### src/rtl/fetch_queue.sv
// fetch_queue: instruction prefetch queue feeding the IF/ID register.
// A single-outstanding request/acknowledge engine fills a DEPTH-entry FIFO
// of {pc, instr} pairs; the head entry is presented to the pipeline.
// Optional feature macro: FETCH_QUEUE_BYPASS_EN. When it is defined, an ack
// into an empty queue is forwarded straight to the outputs in the ack cycle.
module fetch_queue #(
    parameter int          DEPTH    = 4,
    parameter logic [31:0] RESET_PC = 32'h0000_0000
) (
    input  logic                     clk_i,
    input  logic                     rst_i,
    input  logic                     start_i,
    output logic                     imem_req_o,
    output logic [31:0]              imem_addr_o,
    input  logic                     imem_ack_i,
    input  logic [31:0]              imem_data_i,
    input  logic                     redirect_i,
    input  logic [31:0]              redirect_pc_i,
    input  logic                     stall_i,
    output logic                     instr_valid_o,
    output logic [31:0]              instr_o,
    output logic [31:0]              pc_o,
    output logic [$clog2(DEPTH):0]   count_o
);

    localparam int             PW      = $clog2(DEPTH);
    localparam int             CW      = PW + 1;
    localparam logic [CW-1:0]  DEPTH_C = CW'(DEPTH);
    localparam logic [31:0]    NOP     = 32'h0000_0013;

    typedef enum logic [1:0] {S_IDLE, S_REQ, S_DRAIN} state_t;

    state_t          r_state;
    logic            r_req;
    logic [31:0]     r_fetch_pc;
    logic [31:0]     r_req_addr;
    logic [31:0]     r_pc_mem    [DEPTH];
    logic [31:0]     r_instr_mem [DEPTH];
    logic [PW-1:0]   r_wr_ptr;
    logic [PW-1:0]   r_rd_ptr;
    logic [CW-1:0]   r_count;

    state_t          w_state_next;
    logic            w_ack;
    logic            w_ack_req;
    logic            w_empty;
    logic            w_bypass;
    logic            w_push;
    logic            w_pop;
    logic            w_issue;
    logic            w_load_addr;
    logic [CW-1:0]   w_count_next;
    logic [31:0]     w_rpc;
    logic [31:0]     w_fetch_pc_next;
    logic [31:0]     w_req_addr_next;
    logic            w_unused_rpc_lsb;

    // The low two redirect bits are deliberately dropped (word-aligned fetch).
    assign w_rpc            = {redirect_pc_i[31:2], 2'b00};
    assign w_unused_rpc_lsb = ^redirect_pc_i[1:0];

    // An ack only counts while a request is actually on the bus.
    assign w_ack     = imem_ack_i && r_req;
    // Ack of a live (non-draining) request that is not being flushed this cycle.
    assign w_ack_req = (r_state == S_REQ) && w_ack && !redirect_i;
    assign w_empty   = (r_count == '0);

`ifdef FETCH_QUEUE_BYPASS_EN
    // Empty queue: forward the acked word directly; it only enters the FIFO if held.
    assign w_bypass      = w_empty && w_ack_req;
    assign w_push        = w_ack_req && !(w_bypass && !stall_i);
    assign w_pop         = !w_empty && !stall_i && !redirect_i;
    assign instr_valid_o = !w_empty || w_bypass;
    assign instr_o       = !w_empty ? r_instr_mem[r_rd_ptr] : (w_bypass ? imem_data_i : NOP);
    assign pc_o          = !w_empty ? r_pc_mem[r_rd_ptr]    : (w_bypass ? r_req_addr  : 32'h0);
`else
    // Outputs come only from FIFO registers; no path from the memory side.
    assign w_bypass      = 1'b0;
    assign w_push        = w_ack_req;
    assign w_pop         = !w_empty && !stall_i && !redirect_i;
    assign instr_valid_o = !w_empty;
    assign instr_o       = !w_empty ? r_instr_mem[r_rd_ptr] : NOP;
    assign pc_o          = !w_empty ? r_pc_mem[r_rd_ptr]    : 32'h0;
`endif

    // A redirect empties the queue, so the occupancy it leaves behind is zero.
    assign w_count_next = redirect_i ? '0 : (r_count + CW'(w_push) - CW'(w_pop));
    // Only issue when the word returned is guaranteed a free slot.
    assign w_issue      = start_i && (w_count_next < DEPTH_C);

    assign imem_req_o  = r_req;
    assign imem_addr_o = r_req_addr;
    assign count_o     = r_count;

    // Request FSM state register.
    always_ff @(posedge clk_i) begin
        if (rst_i) begin
            r_state <= S_IDLE;
            r_req   <= 1'b0;
        end else begin
            r_state <= w_state_next;
            r_req   <= (w_state_next != S_IDLE);
        end
    end

    // Next state: a request always runs to its ack; flushed requests drain first.
    always_comb begin
        w_state_next = r_state;
        unique case (r_state)
            S_IDLE:  if (w_issue) w_state_next = S_REQ;
            S_REQ: begin
                if (w_ack)           w_state_next = w_issue ? S_REQ : S_IDLE;
                else if (redirect_i) w_state_next = S_DRAIN;
            end
            S_DRAIN: if (w_ack) w_state_next = w_issue ? S_REQ : S_IDLE;
            default: w_state_next = S_IDLE;
        endcase
    end

    // FSM outputs: next fetch PC and the address latched when a new request issues.
    always_comb begin
        w_fetch_pc_next = r_fetch_pc;
        if (redirect_i)     w_fetch_pc_next = w_rpc;
        else if (w_ack_req) w_fetch_pc_next = r_fetch_pc + 32'd4;
        // Address changes only when a fresh request starts, keeping it stable until ack.
        w_load_addr     = (w_state_next == S_REQ) && ((r_state == S_IDLE) || w_ack);
        w_req_addr_next = w_load_addr ? w_fetch_pc_next : r_req_addr;
    end

    // Fetch/request address registers and FIFO control.
    always_ff @(posedge clk_i) begin
        if (rst_i) begin
            r_fetch_pc <= RESET_PC;
            r_req_addr <= RESET_PC;
            r_wr_ptr   <= '0;
            r_rd_ptr   <= '0;
            r_count    <= '0;
        end else begin
            r_fetch_pc <= w_fetch_pc_next;
            r_req_addr <= w_req_addr_next;
            r_count    <= w_count_next;
            if (redirect_i) begin
                r_wr_ptr <= '0;
                r_rd_ptr <= '0;
            end else begin
                if (w_push) r_wr_ptr <= r_wr_ptr + PW'(1);
                if (w_pop)  r_rd_ptr <= r_rd_ptr + PW'(1);
            end
        end
    end

    // FIFO storage; contents are only meaningful below r_count, so no reset.
    always_ff @(posedge clk_i) begin
        if (w_push) begin
            r_pc_mem[r_wr_ptr]    <= r_req_addr;
            r_instr_mem[r_wr_ptr] <= imem_data_i;
        end
    end

endmodule
### config.mk
export PLATFORM = sky130hd
export DESIGN_NAME = fetch_queue
export DESIGN_NICKNAME = d
export VERILOG_FILES = /design/src/rtl/fetch_queue.sv
export SDC_FILE = /design/constraint.sdc
export NUM_CORES = 1
export LEC_CHECK = 0
export ABC_AREA = 0
export BUFFER_PORTS_ARGS = -buffer_cell sky130_fd_sc_hd__buf_2
export CELL_PAD_IN_SITES_DETAIL_PLACEMENT = 0
export CELL_PAD_IN_SITES_GLOBAL_PLACEMENT = 1
export CORE_ASPECT_RATIO = 2
export CORE_MARGIN = 10
export CORE_UTILIZATION = 35
export CTS_BUF_LIST = sky130_fd_sc_hd__clkbuf_4 sky130_fd_sc_hd__clkbuf_8
export DETAILED_ROUTE_END_ITERATION = 10
export PLACE_DENSITY = 0.6
export SKIP_CTS_REPAIR_TIMING = 1
export SYNTH_ARGS = -nofsm -noshare
export SYNTH_HDL_FRONTEND = slang
export SYNTH_SLANG_ARGS = --single-unit
### constraint.sdc
create_clock -name clk_i -period 6.7 [get_ports clk_i]
set_input_delay 0.67 -clock clk_i [delete_from_list [all_inputs] [get_ports clk_i]]
set_output_delay 0.67 -clock clk_i [all_outputs]
set_load 0.01 [all_outputs]
# Word-level counts from Yosys, hierarchy flattened
# Memories as Yosys holds them, arrays and structs flattened. A register that Yosys moved wholly into a read port is not among the register bits.
# Index checks and enable logic that the tools add are counted.
# W data, S select, Z words.
dict set report classes {
  add_sub_neg 5
  n_lt_le_gt_ge 1
  muxes 17
  reduce_logical 15
  eq_ne 3
}
# cell count
set ops {}
lappend ops {{$mux W32} 4}
lappend ops {{$add A32 B3 Y32 const B} 1}
lappend ops {{$mux W2} 8}
lappend ops {{$logic_and A1 B1 Y1} 7}
lappend ops {{$pmux W2 S3} 1}
lappend ops {{$add A2 B1 Y2 const B} 2}
lappend ops {{$eq A2 B1 Y1 const B} 2}
lappend ops {{$add A3 B1 Y3} 1}
lappend ops {{$logic_not A1 Y1} 3}
lappend ops {{$logic_not A3 Y1} 1}
lappend ops {{$lt A3 B3 Y1 const B} 1}
lappend ops {{$mux W1} 3}
lappend ops {{$mux W3} 1}
lappend ops {{$sub A3 B1 Y3} 1}
lappend ops {{$eq A2 B2 Y1 const B} 1}
lappend ops {{$logic_not A2 Y1} 1}
lappend ops {{$reduce_bool A2 Y1} 1}
lappend ops {{$reduce_or A2 Y1} 1}
lappend ops {{$logic_or A1 B1 Y1} 1}
dict set report word_totals {
  n_memories 2
  in_bits 70
  output_inout_bits 101
  regBits 74
  word_cells 50
  ram_bits 256
}
# name depth width rd rd_clocked_by_memory_dff write_ports line_no
set mem_list {}
lappend mem_list {r_instr_mem 4 32 1 1 1 38} ;# logic [31:0] r_instr_mem [DEPTH];
lappend mem_list {r_pc_mem 4 32 1 1 1 37} ;# logic [31:0] r_pc_mem [DEPTH];

# Depth between registers and ports, before layout
dict set report logic_depth {
  ltp_word 13
  mapped_depth 16
  ltp_nobuf 12
}

# Worst setup path before layout
# OpenSTA, ideal clock, no wires.
dict set report synth_timing {
  path_kind {in2reg}
  from {input redirect_i}
  to {register r_req_addr[25], in the netlist imem_addr_o[25]}
  arrival_time_ps 3641
  slack_ps 2925
  cell_stages 15
  setup_ps 134
  path_buffers 5
  required_time_ps 6566
  path_cell_list {buf_2 > clkbuf_1 > clkbuf_1 > nor3_1 > ha_1 > inv_1 > ha_1 > fa_1 > xor3_1 > nor2_1 > or3b_2 > clkbuf_1 > clkbuf_1 > nand3_1 > o41ai_2}
}
dict set report synth_between {
  word_cells_on_any_way 18
  cone_classes {2 x add/sub; 1 x order compare; 1 x eq/ne; 9 x mux; 5 x reduce/logical}
}
# item line_no
set synth_lines {}
lappend synth_lines {{from (decl)} 17} ;# input logic redirect_i,
lappend synth_lines {{$logic_not A1 Y1 *} 80} ;# assign w_pop = !w_empty && !stall_i && !redirect_i;
lappend synth_lines {{$logic_and A1 B1 Y1 *} 80}
lappend synth_lines {{via w_pop} 49} ;# logic w_pop;
lappend synth_lines {{$sub A3 B1 Y3 *} 87} ;# assign w_count_next = redirect_i ? '0 : (r_count + CW'(w_push) - CW'(w_pop));
lappend synth_lines {{$mux W3 *} 87}
lappend synth_lines {{$lt A3 B3 Y1 *} 89} ;# assign w_issue = start_i && (w_count_next < DEPTH_C);
lappend synth_lines {{$logic_and A1 B1 Y1 *} 89}
lappend synth_lines {{$mux W1} {112, 115}}
lappend synth_lines {{$mux W2 (on tied branches)} {115, 112}}
lappend synth_lines {{$pmux W2 S3 *} 109} ;# unique case (r_state)
lappend synth_lines {{$eq A2 B1 Y1 *} 126} ;# w_load_addr = (w_state_next == S_REQ) && ((r_state == S_IDLE) || w_ack);
lappend synth_lines {{$logic_and A1 B1 Y1 *} 126}
lappend synth_lines {{to (signal assigned)} 140} ;# r_req_addr <= w_req_addr_next;
lappend synth_lines {{to (decl)} 36} ;# logic [31:0] r_req_addr;
# Mark *: on every way through the listed nets, which the timed path passes. The rest lies on a longest branch.
# A chain may end at the register's enable or synchronous reset.

# Worst setup path after layout
dict set report layout_timing {
  from {register r_count[1], in the netlist count_o[1]}
  to {register r_req_addr[16], in the netlist imem_addr_o[16]}
}
dict set report layout_between {
  elab_chain_cells 13
  word_cells_on_any_way 16
  cone_classes {2 x add/sub; 1 x order compare; 1 x eq/ne; 6 x mux; 6 x reduce/logical}
}
# item line_no
set layout_lines {}
lappend layout_lines {{from (decl)} 41} ;# logic [CW-1:0] r_count;
lappend layout_lines {{from (signal assigned)} 141} ;# r_count <= w_count_next;
lappend layout_lines {{$logic_not A3 Y1 *} 66} ;# assign w_empty = (r_count == '0);
lappend layout_lines {{$logic_not A1 Y1 *} -}
lappend layout_lines {{$logic_and A1 B1 Y1 * (2 in a row)} 80}
lappend layout_lines {{via w_pop} 49}
lappend layout_lines {{$sub A3 B1 Y3 *} 87}
lappend layout_lines {{$mux W3 *} 87}
lappend layout_lines {{$lt A3 B3 Y1 *} 89}
lappend layout_lines {{$logic_and A1 B1 Y1 *} 89}
lappend layout_lines {{$mux W1} {112, 115}}
lappend layout_lines {{$mux W2 (on tied branches)} {115, 112}}
lappend layout_lines {{$pmux W2 S3 *} 109}
lappend layout_lines {{$eq A2 B1 Y1 *} 126}
lappend layout_lines {{$logic_and A1 B1 Y1 *} 126}
# Marks and branches as above.

==> metrics.txt <==
I/O Pins 171; Clock transition at path regs 0.06 ns; CTS tree yes; R2R cell count 12; overflow left after global routing 0; Leak 5.600 nW; Final Util 0.4168; number of flops mapped to enable cells by yosys roughly 260; CP Launch Type flop; total power 4.156 mW; final antenna-violating net count 0; # DRC 0; post-DP HPWL 22450 um; setup_tns 0 ns; Detailed Route WL ~35000 um; Synth Register Bits 332; initial antenna violation count 2; slew at the pin with the worst max-slew slack 1.144 ns; Distinct cells, synth 60; wire per inst around 23 um; Fmax 242.6 MHz; drt pass-1 iters 4; Setup Viol. Count Final 0; number of global-route vias before repair 8499; sequential area share after synthesis 0.6983; Clock Power Share 0.397; worst relative slew slack 0.2344; outcome completed; post-layout min period 4.122 ns; RSZ-0062 raised after global routing false; fin crit share 0.6153; DIE HEIGHT 294.5 um; Inst Count DP 1405; Main synth FF type edfxtp_1; largest net degree at the start of global routing 65; switching pwr 0.9356 mW; kind of critical path flop to flop; vias per cell roughly 5.2; Die X 157.3 um; max-slew violations 0; Root Driver clkbuf_8; Syn. warnings 0; CP Capture Type flop; peak supply drop 0.1101 mV; layout cells sized above 1 0.3440; Clock Sinks 332; CP max stage cell nor2_1; clk buf depth 3; Clock Skews 0.03901 ns; Critical Path RT 7.22 ns; crit-path max cell delay about 0.9 ns; Total GRT Usage 0.1503; hold path cells 1; routability cong. 0.7925; Sw Ratio 0.2251; critical path, cell by cell nor3_1 > nor3_1 > ha_1 > inv_1 > ha_1 > fa_1 > xor3_1 > nor2_1 > nor3b_2 > buf_4 > nor2_1 > o22a_1; DRT iter0 DRCs 330; Num CTS Buffers 49; Mapped Cells 810; Mapped Area 13190 um2; routed via count 7723; Seq pwr share 0.558; Cell Int Power roughly 3.2 mW; Comb power frac 0.045; htree depth 2; Row Count 100; final non-filler cell total 1495; worst skew pair latency 0.59 ns; Die Area 46310 um2; Layout area overhead 17.85%; max-capacitance violation count 0; first-pass GRT wire length roughly 52000 um; Initial Util 0.3537; FILL cells roughly 3500; Synth async-reset ratio 0; Critical Path Fanout Max 29; Core Footprint 37290 um2; HP Class input port to flop; endpoints failing hold 0; Syn Nets 888; Syn Area/Cell 16.28 um2; WP data arrival about 4.6 ns; port bufs 168; Nets between 1000 and 1500; pwr/cell area 267.4 nW/um2
[worst max-delay path, delay by kind of cell, from the launching register on]
kind                     cells  cell delay (ns)
AND/OR/NAND/NOR              5             2.03
adder cells (fa/ha/maj)      3             0.87
flip-flops                   1             0.34
buffers and inverters        2             0.29
AO/OA/AOI/OAI                1             0.26
XOR/XNOR                     1             0.23
[path summary, 6_finish.rpt]
check             slack, ns                           end                      from
hold reg to reg        0.46      r_fetch_pc[1]$_SDFF_PP0_  r_fetch_pc[1]$_SDFF_PP0_
setup / recovery       2.58  imem_addr_o[16]$_SDFFE_PP0P_     count_o[1]$_SDFF_PP0_
hold / removal         0.31  r_instr_mem[0][25]$_DFFE_PP_           imem_data_i[25]
setup reg to reg       2.58  imem_addr_o[16]$_SDFFE_PP0P_     count_o[1]$_SDFF_PP0_
[routing by layer]
metal	part of all wire	vias to the layer above	wire length [um]	track usage
li1	-	3536	-	-
met1	0.36	3948	12570	0.1548
met2	0.57	195	19710	0.2888
met3	0.054	42	1869	0.03226
met4	0.019	2	677	0.04902
met5	0.00057	-	20	0
[final cells by class]
type | instances | area (um2) | area share
multi-input cells | 418 | 3772 | 0.2427
repair buffers | 180 | 930.9 | 0.05990
well taps | 459 | 574.3 | 0.03695
clock buffers | 66 | 827.0 | 0.05322
inverters | 16 | 60.06 | 0.003864
clock inverters | 23 | 157.7 | 0.01014
diodes | 1 | 2.502 | 0.0001610
flip-flops and latches | 332 | 9216 | 0.5930
[cells by family (layout without fill, tap and decap cells)]
family,count (synthesis),in the layout,synth area share
XOR/XNOR,11,11,0.008444
buffers and inverters,60,285,0.01803
flip-flops,332,332,0.6983
multiplexers,72,72,0.1154
AO/OA/AOI/OAI,78,78,0.04640
adder cells (fa/ha/maj),9,9,0.008918
other,0,1,0
AND/OR/NAND/NOR,248,248,0.1046
[through the flow]
stage	hold slack, ns	cell area, um2	worst slack [ns]
6_report	0.3133	15540	2.578
5_1_grt	0.2763	15540	2.192
4_1_cts	0.2489	15540	2.453
3_5_place_dp	0.4497	14550	2.204
3_3_place_gp	0.4440	14550	2.227
2_1_floorplan	0.4289	13190	2.925
[placed cells by master, fill, tap and decap left out, types with 8 or more instances in the layout]
| cell | n |
|---|---|
| edfxtp_1 | 256 |
| buf_2 | 168 |
| dfxtp_1 | 74 |
| and2_1 | 71 |
| mux4_2 | 64 |
| clkbuf_8 | 53 |
| nor2_1 | 45 |
| nand2_1 | 31 |
| nor3_1 | 18 |
| nand3_1 | 16 |
| nand4_1 | 15 |
| inv_1 | 14 |
| clkbuf_4 | 13 |
| buf_4 | 12 |
| o22a_1 | 11 |
| clkinv_1 | 10 |
| a21oi_1 | 9 |
| clkinv_2 | 9 |
| o21ai_0 | 8 |
| mux2i_1 | 8 |
| and3_1 | 8 |
| a31o_2 | 8 |
[Yosys cell counts (6+ instances only)]
| master | instances | area (um2) |
|---|---|---|
| ha_1 | 7 | 87.58 |
| and2_1 | 71 | 444.2 |
| o22a_1 | 11 | 96.34 |
| a31o_2 | 8 | 70.07 |
| nand3_1 | 16 | 80.08 |
| inv_1 | 15 | 56.30 |
| mux4_2 | 64 | 1441 |
| nand4_1 | 15 | 93.84 |
| buf_2 | 10 | 50.05 |
| mux2i_1 | 8 | 80.08 |
| nor4_1 | 7 | 43.79 |
| xor2_1 | 7 | 61.31 |
| and3_1 | 12 | 75.07 |
| nor3_1 | 18 | 90.09 |
| a21oi_1 | 9 | 45.04 |
| clkbuf_1 | 29 | 108.9 |
| or2_2 | 6 | 37.54 |
| dfxtp_1 | 76 | 1521 |
| nand2_1 | 31 | 116.4 |
| edfxtp_1 | 256 | 7687 |
| o21ai_0 | 8 | 40.04 |
| nor2_1 | 45 | 168.9 |
[power by group through the flow]
stage	clock, mW	sequential [mW]	combinational [mW]
2_1_floorplan	0	2.35	0.0901
3_3_place_gp	0	2.36	0.190
3_5_place_dp	0	2.37	0.192
4_1_cts	1.71	2.32	0.193
5_1_grt	1.79	2.33	0.208
6_report	1.65	2.32	0.187
[state kept, by name, indices dropped and copies added (netlist names), named ones only]
name / flops
imem_req_o: 1
r_pc_mem: 128
r_fetch_pc: 32
r_rd_ptr: 2
r_wr_ptr: 2
r_instr_mem: 128
count_o: 3
imem_addr_o: 32
r_state: 2
Note: power is estimated with default switching activity, not from simulation.
